==> src/rtl/keypad_entry.sv <==
// Keypad digit entry: synchronises and debounces a one-hot button bank,
// decodes single-key presses and shifts the digit into a multi-digit
// entry register when the key is released.
module keypad_entry #(
  parameter int                 NUM_KEYS        = 10,
  parameter int                 NUM_DIGITS      = 4,
  parameter int                 DIGIT_W         = 4,
  parameter logic [DIGIT_W-1:0] BLANK_CODE      = 4'hA,
  parameter int                 DEBOUNCE_CYCLES = 4,
  parameter bit                 OVERWRITE       = 1'b1
) (
  input  logic                               clk,
  input  logic                               reset,
  input  logic [NUM_KEYS-1:0]                keypad_buttons,
  input  logic                               clear_entry,
  output logic [NUM_DIGITS*DIGIT_W-1:0]      keypad_values,
  output logic                               shift_pulse,
  output logic [$clog2(NUM_DIGITS+1)-1:0]    digit_count,
  output logic                               entry_full,
  output logic                               invalid_press
);

  localparam int CNT_W = $clog2(NUM_DIGITS + 1);
  localparam int DB_W  = $clog2(DEBOUNCE_CYCLES + 1);
  localparam logic [DB_W-1:0]               DB_LAST   = DB_W'(DEBOUNCE_CYCLES - 1);
  localparam logic [CNT_W-1:0]              CNT_MAX   = CNT_W'(NUM_DIGITS);
  localparam logic [NUM_DIGITS*DIGIT_W-1:0] BLANK_ALL = {NUM_DIGITS{BLANK_CODE}};

  typedef enum logic [1:0] {
    IDLE,
    HELD,
    WAIT_RELEASE
  } state_t;

  logic [NUM_KEYS-1:0] sync1_q, sync2_q, deb_q;
  logic [DB_W-1:0]     db_cnt_q;

  state_t                        state_q, state_d;
  logic [DIGIT_W-1:0]            code_q, code_d;
  logic [NUM_DIGITS*DIGIT_W-1:0] values_q, values_d;
  logic [CNT_W-1:0]              count_q, count_d;
  logic                          shift_q, shift_d;
  logic                          invalid_q, invalid_d;
  logic                          full_q;

  logic               one_hot, multi_hot, none_hot, commit, full_now;
  logic [DIGIT_W-1:0] key_idx;

  // Two-flop synchroniser followed by a whole-vector stability counter.
  // NOTE: sequential state uses non-blocking assignments so every flop
  // samples the pre-edge value of the others, independent of block order.
  always_ff @(posedge clk) begin
    if (reset) begin
      sync1_q  <= '0;
      sync2_q  <= '0;
      deb_q    <= '0;
      db_cnt_q <= '0;
    end else begin
      sync1_q <= keypad_buttons;
      sync2_q <= sync1_q;
      // sync1 != sync2 means the synchronised vector is changing this edge.
      if ((sync1_q != sync2_q) || (sync2_q == deb_q)) begin
        db_cnt_q <= '0;
      end else if (db_cnt_q == DB_LAST) begin
        deb_q    <= sync2_q;
        db_cnt_q <= '0;
      end else begin
        db_cnt_q <= db_cnt_q + DB_W'(1);
      end
    end
  end

  // Classify the debounced vector and find the index of the pressed key.
  always_comb begin
    none_hot  = (deb_q == '0);
    one_hot   = $onehot(deb_q);
    multi_hot = !$onehot0(deb_q);
    key_idx   = '0;
    for (int i = 0; i < NUM_KEYS; i++) begin
      if (deb_q[i]) key_idx = DIGIT_W'(i);
    end
  end

  // Press FSM next state plus entry-register, count and strobe updates.
  // NOTE: every signal gets a default first so no path leaves it
  // unassigned, which would otherwise infer a latch.
  always_comb begin
    state_d   = state_q;
    code_d    = code_q;
    values_d  = values_q;
    count_d   = count_q;
    shift_d   = 1'b0;
    invalid_d = 1'b0;
    commit    = 1'b0;
    full_now  = (count_q == CNT_MAX);

    unique case (state_q)
      IDLE: begin
        if (one_hot) begin
          code_d  = key_idx;
          state_d = HELD;
        end else if (multi_hot) begin
          invalid_d = 1'b1;
          state_d   = WAIT_RELEASE;
        end
      end
      HELD: begin
        if (multi_hot) begin
          invalid_d = 1'b1;
          state_d   = WAIT_RELEASE;
        end else if (none_hot) begin
          commit  = 1'b1;
          state_d = IDLE;
        end
      end
      WAIT_RELEASE: begin
        if (none_hot) state_d = IDLE;
      end
      default: state_d = IDLE;
    endcase

    if (commit) begin
      if (full_now && !OVERWRITE) begin
        invalid_d = 1'b1;
      end else begin
        values_d = {values_q[(NUM_DIGITS-1)*DIGIT_W-1:0], code_q};
        shift_d  = 1'b1;
        if (!full_now) count_d = count_q + CNT_W'(1);
      end
    end

    // Clear overrides any commit; a key still held must be released first.
    if (clear_entry) begin
      values_d = BLANK_ALL;
      count_d  = '0;
      shift_d  = 1'b0;
      if (state_q == HELD) begin
        state_d   = WAIT_RELEASE;
        invalid_d = 1'b0;
      end
    end
  end

  // Register FSM state, entry register and all outputs.
  always_ff @(posedge clk) begin
    if (reset) begin
      state_q   <= IDLE;
      code_q    <= '0;
      values_q  <= BLANK_ALL;
      count_q   <= '0;
      shift_q   <= 1'b0;
      invalid_q <= 1'b0;
      full_q    <= 1'b0;
    end else begin
      state_q   <= state_d;
      code_q    <= code_d;
      values_q  <= values_d;
      count_q   <= count_d;
      shift_q   <= shift_d;
      invalid_q <= invalid_d;
      full_q    <= (count_d == CNT_MAX);
    end
  end

  assign keypad_values = values_q;
  assign shift_pulse   = shift_q;
  assign digit_count   = count_q;
  assign entry_full    = full_q;
  assign invalid_press = invalid_q;

endmodule

==> config.mk <==
export PLATFORM = sky130hd
export DESIGN_NAME = keypad_entry
export DESIGN_NICKNAME = d
export VERILOG_FILES = /design/src/rtl/keypad_entry.sv
export SDC_FILE = /design/constraint.sdc
export NUM_CORES = 1
export LEC_CHECK = 0
export CAP_MARGIN = 20
export CORE_ASPECT_RATIO = 0.7
export CORE_MARGIN = 3
export CORE_UTILIZATION = 55
export DETAILED_ROUTE_END_ITERATION = 7
export GPL_TIMING_DRIVEN = 0
export HOLD_SLACK_MARGIN = 0.02
export PLACE_DENSITY = 0.79
export SETUP_SLACK_MARGIN = 0.5
export SKIP_LAST_GASP = 1
export SYNTH_ARGS = -nofsm -noshare
export SYNTH_HDL_FRONTEND = slang
export SYNTH_SLANG_ARGS = --single-unit
==> constraint.sdc <==
create_clock -name clk -period 5.15 [get_ports clk]
set_clock_uncertainty 0.1 [all_clocks]
set_input_delay 0.515 -clock clk [delete_from_list [all_inputs] [get_ports clk]]
set_output_delay 0.515 -clock clk [all_outputs]
set_load 0.02 [all_outputs]
Word level (Yosys, flattened, before mapping)
Cells that the tools add are included.
Widths: inputs -> output; s select.
- input port bits: 13
- output and inout port bits: 22
- flip-flop bits (word level): 61
- logic and storage cells: 67
- bitwise logic cells: 1
- $lt $le $gt $ge: 1
- eq/ne operators: 8
- mux-type cells: 28
- add/subtract/negate cells: 11
- reductions and logical operators: 7
- operators with widths (operator ; number):
    $mux 4 ; 8
    $mux 2 ; 6
    $add 1x1->2 ; 5
    $eq 10x10->1 ; 1
    $logic_not 10->1 ; 1
    $ne 10x10->1 ; 1
    $mux 1 ; 9
    $mux 3 ; 3
    $add 2x2->3 ; 2
    $add 3x1->3 const B ; 2
    $eq 3x3->1 const B ; 2
    $pmux 2 s3 ; 1
    $add 3x3->4 ; 1
    $add 4x2->4 ; 1
    $eq 4x1->1 const B ; 1
    $le 4x1->1 const B ; 1
    $reduce_and 2->1 ; 2
    $eq 3x2->1 const B ; 1
    $reduce_or 3->1 ; 1
    $eq 2x1->1 const B ; 1
    $eq 2x2->1 const B ; 1
    $logic_not 2->1 ; 1
    $pmux 1 s2 ; 1
    $reduce_or 2->1 ; 1
    other kinds (2) ; 2

Depth between registers and ports, before layout
Gate-level depths: netlist (run 1).
- word-level depth: 10
- gate-level depth with buffers: 15
- gate-level depth less buffers: 13

Worst setup path after synthesis (run 1)
No wires, ideal clock.
- path type: reg2reg
- from: register deb_q[0]
- to: register code_q[1]
- path buffers: 0
- setup slack: 1.206 ns
- period minus slack after synthesis: 3.944 ns
- library setup time: 0.071 ns
- stages on the path, launching flop included: 14
- data arrival time: 3.773 ns
- data required time: 4.979 ns
- path through: dfxtp_1 > inv_1 > fa_1 > fa_1 > fa_1 > inv_1 > ha_1 > inv_1 > fa_1 > a2111oi_4 > o21a_4 > nand2_4 > or4_1 > a21oi_1
- cells in the longest elaborated chain, start to end: 6
- RTL lines (item ; RTL line ; RTL):
    start: declaration ; 35 ; logic [NUM_KEYS-1:0] sync1_q, sync2_q, deb_q;
    start signal: assignment ; 65 ; deb_q <= sync2_q;
    $add 1x1->2 (not written as such) ; 76 ; one_hot = $onehot(deb_q);
    $add 2x2->3 (not written as such) ; 76 ;
    $add 3x3->4 (not written as such) ; 76 ;
    $add 4x2->4 (not written as such) ; 76 ;
    $eq 4x1->1 ; 76 ;
    $reduce_and 2->1 (no source line) ; - ;
    end signal: assignment ; 156 ; code_q <= code_d;
    end: declaration ; 39 ; logic [DIGIT_W-1:0] code_q, code_d;
No other way between the ends.
A chain may end at the register's enable or synchronous reset.

Worst setup path in the final report (run 1)
- from: register deb_q[3]
- to: register values_q[5] (netlist: keypad_values[5])
- cells in the longest elaborated chain, start to end: 7
- elaborated cells on any way between the ends: 9
- classes of those cells: add/sub (4); order compare (1); mux (3); reduce/logical (1)
- RTL lines (item ; RTL line ; RTL):
    $add 1x1->2 (not written as such) ; 77 ; multi_hot = !$onehot0(deb_q);
    $add 2x2->3 (not written as such) ; 77 ;
    $add 3x3->4 (not written as such) ; 77 ;
    $add 4x2->4 (not written as such) ; 77 ;
    $le 4x1->1 (not written as such) ; 77 ;
    $mux 1 * ; 108 ; if (multi_hot) begin
    $mux 1 * ; 97 ; unique case (state_q)
    end signal: assignment ; 157 ; values_q <= values_d;
    end: declaration ; 40 ; logic [NUM_DIGITS*DIGIT_W-1:0] values_q, values_d;
Mark *: on every way between the ends. The rest lies on a longest branch, timed or not.

==> impl_metrics.csv, run 1 <==
group,metric,value,unit
die,fp.dieArea,5910,um^2
grt,track_usage,0.210,
logic_synthesis,yosysUniqueCellTypes,41,
run,maxCapViolCount,0,
timing,fin_ws,0.786,ns
logic_synthesis,synth_simple_gate_area_share,0.262,
timing,final_max_slew_viol_count,0,
hold_path,min_path_type,"reg -> reg",
grt,grt_pass1_vias,2024,
finish,drive_above_1_share,0.0812,
place,dp_slack,0.788,ns
logic_synthesis,synth-compound-area-share,0.0872,
clock_network,cts.clk_slew.worst_paths,0.07,ns
die,row_count,20,
critical_path,crit_required,5.24,ns
clock_network,cts_buffers,9,
route,drt-initial-drc-count,90,
critical_path,cp-end-kind,"register",
place,place_hpwl,4.24,mm
grt,grt-ovfl-total,0,
route,wl_per_cell,13.5,um
pwr,powerDensity,287,nW/um^2
critical_path,reg2reg_depth,14,
timing,period_needed,4.36,ns
timing,setup_viol,0,
pwr,finalPower,0.000973,W
critical_path,cp_slowest_cell,"fa_1",
timing,tightestPinTransition,0.509,ns
critical_path,cpPeakStageDelay,0.53,ns
die,die_w,90.6,um
run_status,status,"finished clean",
pwr,p_clk_frac,0.452,
timing,tns,0,ns
finish,num_antenna_cells,0,
pwr,p_leak,1.27,nW
clock_network,postCtsHoldBufs,0,
logic_synthesis,yosysWarningCount,0,
route,wirelength,5.55,mm
critical_path,path_class,"reg -> reg",
logic_synthesis,ys_ff_latch,61,
finish,finalInstanceArea,3390,um^2
place,portBuffers,34,
critical_path,start_kind,"register",
die,pin_count,35,
critical_path,startpoint,"deb_q[3]",
die,core-area,4580,um^2
logic_synthesis,yosys.area.top_type,"dfxtp_1",
pwr,net-switching-power,0.000210,W
logic_synthesis,synth-edff-count,0,
place,globalplace.congestion,0.835,
grt,grt_pass1_wl,9.57,mm
timing,rsz0062_at_grt,"no",
logic_synthesis,synth_xor_area_frac,0.0668,
grt,grt_max_degree,11,
logic_synthesis,syn_inst,295,
critical_path,cp_data_arrival_time,4.46,ns
finish,nNetsFinal,366,
critical_path,r2r_end,"keypad_values[5]",
critical_path,r2r_start,"deb_q[3]",
timing,min_period_over_period,0.847,
critical_path,path_max_fanout,10,
pwr,p_seq_frac,0.500,
clock_network,htreeDepth,3,
logic_synthesis,synth_area_per_cell,9.34,um^2
finish,area_growth,23.0,%
finish,postLayoutCoreUtil,0.740,
timing,hold_viol_final,0,
critical_path,timing.critical_path.mode_cell,"fa_1",
route,vias,2108,
timing,relSlewSlack,0.659,
route,vias_per_cell,5.13,
critical_path,path_cells,"inv_1 -> fa_1 -> fa_1 -> fa_1 -> inv_1 -> ha_1 -> inv_1 -> fa_1 -> a2111oi_4 -> o21a_4 -> nand3_1 -> buf_2 -> nand2_1 -> nand3_1",
clock_network,cts_buffer_depth,2,
die,die_h,65.2,um
logic_synthesis,synth_fp_nets,321,
critical_path,setup.worst_path.end,"keypad_values[5]",
clock_network,clock-sinks,61,
clock_network,root_buffer,"clkbuf_8",
pwr,p_sw_frac,0.216,
logic_synthesis,async_flop_share,0,
route,final_antenna_net_count,0,
logic_synthesis,synthMuxAreaShare,0.0182,
timing,max_freq,229,MHz
clock_network,tritoncts,"built",
clock_network,cts_setup_buffers,0,
critical_path,r2r_setup_slack,0.79,ns
grt,antenna_found_initial,0,
pwr,power.internal,0.000763,W
logic_synthesis,synth_area_leaders,"dfxtp_1, nand2_1, nor2b_1",
logic_synthesis,synthAdderAreaFrac,0.0754,
clock_network,post_cts_resized,0,
clock_network,clock_latency,0.34,ns
die,start_util,0.601,
pwr,p_comb_frac,0.048,
place,postPlaceCellArea,3180,um^2
logic_synthesis,synth_top_area_share,0.443,
logic_synthesis,synth_top_family_by_area,"simple AND/OR/NAND/NOR gates",
logic_synthesis,ys_seq_area_frac,0.443,
pwr,peakVddDrop,0.000223,V
logic_synthesis,synth_flop_cell,"dfxtp_1",
logic_synthesis,netlist_area,2750,um^2
route,first_pass_iters,4,
route,drc_errors,0,
## worst min-delay path by stage
stage	startpoint	end	slack [ns]	cells past startpoint
after floorplan	db_cnt_q[0]	db_cnt_q[0]	0.30	1
after global placement	db_cnt_q[0]	db_cnt_q[0]	0.31	1
after detailed placement	db_cnt_q[0]	db_cnt_q[0]	0.32	1
after CTS	db_cnt_q[0]	db_cnt_q[0]	0.32	1
after global routing	db_cnt_q[0]	db_cnt_q[0]	0.35	1
final	db_cnt_q[0]	db_cnt_q[0]	0.32	1
## through the flow
step	cells	hold slack, ns
after global routing	411	0.352
after floorplan	295	0.299
after CTS	411	0.325
after detailed placement	395	0.317
after global placement	395	0.310
final	411	0.318
## power by group through the flow
| stage | logic, W | clock network, W | registers [W] |
|---|---|---|---|
| after floorplan | 0.0000300 | 0 | 0.000495 |
| after CTS | 0.0000468 | 0.000449 | 0.000486 |
| after detailed placement | 0.0000468 | 0 | 0.000497 |
| after global routing | 0.0000517 | 0.000470 | 0.000487 |
| after global placement | 0.0000451 | 0 | 0.000496 |
| final | 0.0000466 | 0.000440 | 0.000486 |
## cell usage after synthesis, types with 4 or more instances
library cell   n
nor2b_1       22
fa_1           6
a21oi_1       13
clkbuf_1       7
nand2b_1      14
o21ai_0        6
xor2_1        10
dfxtp_1       61
nand3_1        9
or4_1          9
xnor2_1       11
nor2_1         9
mux2i_1        5
o31ai_1        7
ha_1           7
nor3_1         5
nor4_1         4
inv_1         20
nand2_1       43
## sequential cells by signal (all words and copies together), names as in the netlist, 2 cells and up
register,flops
sync2_q,10
state_q,2
keypad_values,16
digit_count,3
deb_q,10
sync1_q,10
db_cnt_q,3
code_q,4
## cell usage in the layout, fill, tap and decap left out, types with 2 or more instances in the layout
| master | instances |
|---|---|
| ha_1 | 7 |
| nand2_1 | 43 |
| or4_1 | 9 |
| clkinv_2 | 3 |
| nor4_1 | 4 |
| xor2_1 | 10 |
| o31ai_1 | 7 |
| nand4_1 | 3 |
| nand2b_1 | 14 |
| and3_1 | 3 |
| o21ai_0 | 6 |
| nor2_1 | 9 |
| clkdlybuf4s50_1 | 34 |
| nor3_1 | 5 |
| xnor2_1 | 11 |
| fa_1 | 6 |
| a21oi_1 | 13 |
| dfxtp_1 | 61 |
| clkbuf_1 | 7 |
| mux2i_1 | 5 |
| inv_1 | 20 |
| nor2b_1 | 22 |
| nand3_1 | 9 |
| buf_2 | 2 |
| clkbuf_8 | 12 |
## final cells by class
class                      count  area [um^2]
multi-input combinational    203         1400
sequential                    61         1220
fill                         341         1190
timing repair buffer          34          340
clock buffer                  12          165
tap                           66         82.6
inverter                      20         75.1
buffer                        11         55.1
clock inverter                 4         45.0
## critical path, delay by kind of cell, from the launching register on
| family | cells | cell delay, ns |
|---|---|---|
| AO/OA/AOI/OAI | 2 | 0.65 |
| adder cells (fa/ha/maj) | 5 | 2.06 |
| flip-flops | 1 | 0.44 |
| AND/OR/NAND/NOR | 3 | 0.43 |
| buffers and inverters | 4 | 0.53 |
## kinds of logic after synthesis
kind of cell               count (synthesis)
AOI/OAI and AO/OA                         34
xor gates and xnor gates                  21
adders and majority gates                 13
buffers and inverters                     31
DFF                                       61
muxes                                      5
and+or+nand+nor                          130
## metal layers
| metal | up-vias | part of all wire | global-route usage |
|---|---|---|---|
| met5 | - | 0 | 0 |
| met1 | 964 | 0.50 | 0.287 |
| li1 | 1078 | - | - |
| met3 | 13 | 0.060 | 0.0618 |
| met2 | 53 | 0.42 | 0.307 |
| met4 | 0 | 0.019 | 0.0973 |
No activity file was read; power rests on OpenSTA's default activity.
==> run 2, diff against run 1 <==
CORE_UTILIZATION = 49   (was 55)
PLACE_DENSITY = 0.75   (was 0.79)
clock period = 3.8 ns   (was 5.15 ns; I/O delays follow)
==> impl_metrics.csv, run 2 (synthesis results as in run 1) <==
group,metric,value,unit
die,row_count,22,
clock_network,cts_buffers,9,
die,pin_count,35,
die,die_h,68.7,um
route,final_antenna_net_count,0,
timing,setup_viol,0,
finish,num_antenna_cells,0,
route,drc_errors,0,
grt,grt_max_degree,13,
timing,final_max_slew_viol_count,0,
route,drt-initial-drc-count,191,
critical_path,cpPeakStageDelay,0.54,ns
pwr,p_seq_frac,0.498,
finish,postLayoutCoreUtil,0.700,
pwr,p_leak,1.39,nW
grt,track_usage,0.210,
place,postPlaceCellArea,3220,um^2
place,portBuffers,34,
finish,area_growth,35.7,%
timing,period_needed,3.79,ns
critical_path,crit_required,3.98,ns
critical_path,cp_data_arrival_time,3.96,ns
timing,min_period_over_period,0.996,
clock_network,cts_buffer_depth,2,
die,start_util,0.516,
route,vias,2344,
critical_path,reg2reg_depth,13,
finish,largest_reg_flops,16,
pwr,peakVddDrop,0.000300,V
route,wl_per_cell,15.4,um
hold_path,min_path_type,"reg -> reg",
finish,register_area,1240,um^2
finish,layout_commonest_cell,"dfxtp_1",
route,first_pass_iters,5,
critical_path,cp_num_buf_inv,3,
clock_network,clock_latency,0.35,ns
run_status,status,"finished clean",
die,die_w,95.6,um
clock_network,tritoncts,"built",
grt,grt_pass1_wl,10.1,mm
timing,relSlewSlack,0.581,
die,fp.dieArea,6570,um^2
place,globalplace.congestion,0.837,
critical_path,cp_slowest_cell,"fa_1",
finish,multi_input_area,1560,um^2
route,vias_per_cell,5.39,
critical_path,path_depth,13,
place,place_hpwl,4.17,mm
die,core-area,5340,um^2
run,maxCapViolCount,0,
route,wirelength,6.69,mm
grt,grt-ovfl-total,0,
critical_path,path_max_fanout,5,
timing,rsz0062_at_grt,"yes",
hold_path,min_delay_path_depth,1,
timing,tightestPinTransition,0.628,ns
critical_path,start_kind,"register",
finish,finalInstanceArea,3740,um^2
pwr,p_comb_frac,0.050,
pwr,net-switching-power,0.000314,W
finish,drive_above_1_share,0.231,
timing,hold_viol_final,0,
critical_path,path_cells,"inv_2 -> fa_1 -> fa_1 -> fa_1 -> inv_2 -> ha_4 -> inv_2 -> fa_2 -> a2111oi_4 -> o21a_4 -> nand2_4 -> or4_4 -> a21oi_2",
critical_path,critPathTopFamily,"adder cells",
clock_network,cts.clk_slew.worst_paths,0.07,ns
grt,antenna_found_initial,0,
timing,max_freq,264,MHz
pwr,powerDensity,352,nW/um^2
pwr,p_sw_frac,0.238,
clock_network,clock-sinks,61,
critical_path,cp-end-kind,"register",
clock_network,htreeDepth,3,
finish,n_fill_cell,387,
clock_network,root_buffer,"clkbuf_8",
grt,grt_pass1_vias,2086,
critical_path,path_class,"reg -> reg",
finish,nNetsFinal,384,
pwr,power.internal,0.00100,W
finish,final_cell_mix,"dfxtp_1, nand2_1, clkdlybuf4s50_1",
pwr,p_clk_frac,0.452,
-- run 2: worst paths after layout --
| kind | end | slack, ns | startpoint |
|---|---|---|---|
| max | code_q[2] | 0.01 | deb_q[0] |
| min | db_cnt_q[0] | 0.33 | db_cnt_q[0] |
| max reg2reg | code_q[2] | 0.01 | deb_q[0] |
| min reg2reg | db_cnt_q[0] | 0.33 | db_cnt_q[0] |
-- run 2: per-layer routing --
layer / wire [um] / GRT usage
met4: 95 / 0.0532
met2: 2980 / 0.314
met3: 525 / 0.0803
met1: 3090 / 0.287
met5: 0 / 0
-- run 2: through the flow --
stage	setup WS [ns]	hold WS [ns]	power (W)	cells	setup TNS (ns)
final	0.0141	0.328	0.00132	435	0
after global routing	-0.122	0.364	0.00137	435	-1.91
after CTS	-0.0242	0.337	0.00133	429	-0.0593
after detailed placement	-0.175	0.327	0.000735	401	-1.83
after global placement	-0.0871	0.307	0.000733	401	-0.942
after floorplan	0.153	0.299	0.000710	295	0
-- run 2: power by group through the flow --
stage                     Combinational, W  Sequential, W  Clock [W]
final                            0.0000653       0.000656   0.000596
after global routing             0.0000725       0.000657   0.000636
after CTS                        0.0000639       0.000656   0.000607
after detailed placement         0.0000627       0.000672          0
after global placement           0.0000612       0.000672          0
after floorplan                  0.0000406       0.000670          0
-- run 2: worst register-to-register path: cells and delay by family (launching register included) --
| family | cells | cell delay, ns |
|---|---|---|
| compound gates | 3 | 0.65 |
| fa+ha+maj | 5 | 1.97 |
| buf+inv | 3 | 0.17 |
| flops | 1 | 0.33 |
| simple gates | 2 | 0.51 |
-- run 2: timing repair --
item | CTS | global route
endpoints found under the setup margin | 28 | 28
resized for setup | 23 | 18
gates cloned | 1 | 1
pin swaps | 13 | 12
hold endpoints to repair | 0 | 0
hold buffers | 0 | 0
setup buffers | 11 | 5
-- run 2: final cells by class --
cell class | count | share of cell area
Buffer | 11 | 0.0184
Timing Repair Buffer | 52 | 0.135
Clock inverter | 6 | 0.0187
Tap cell | 72 | 0.0241
Multi-Input combinational cell | 203 | 0.416
Inverter | 20 | 0.0201
Sequential cell | 61 | 0.331
Clock buffer | 10 | 0.0368
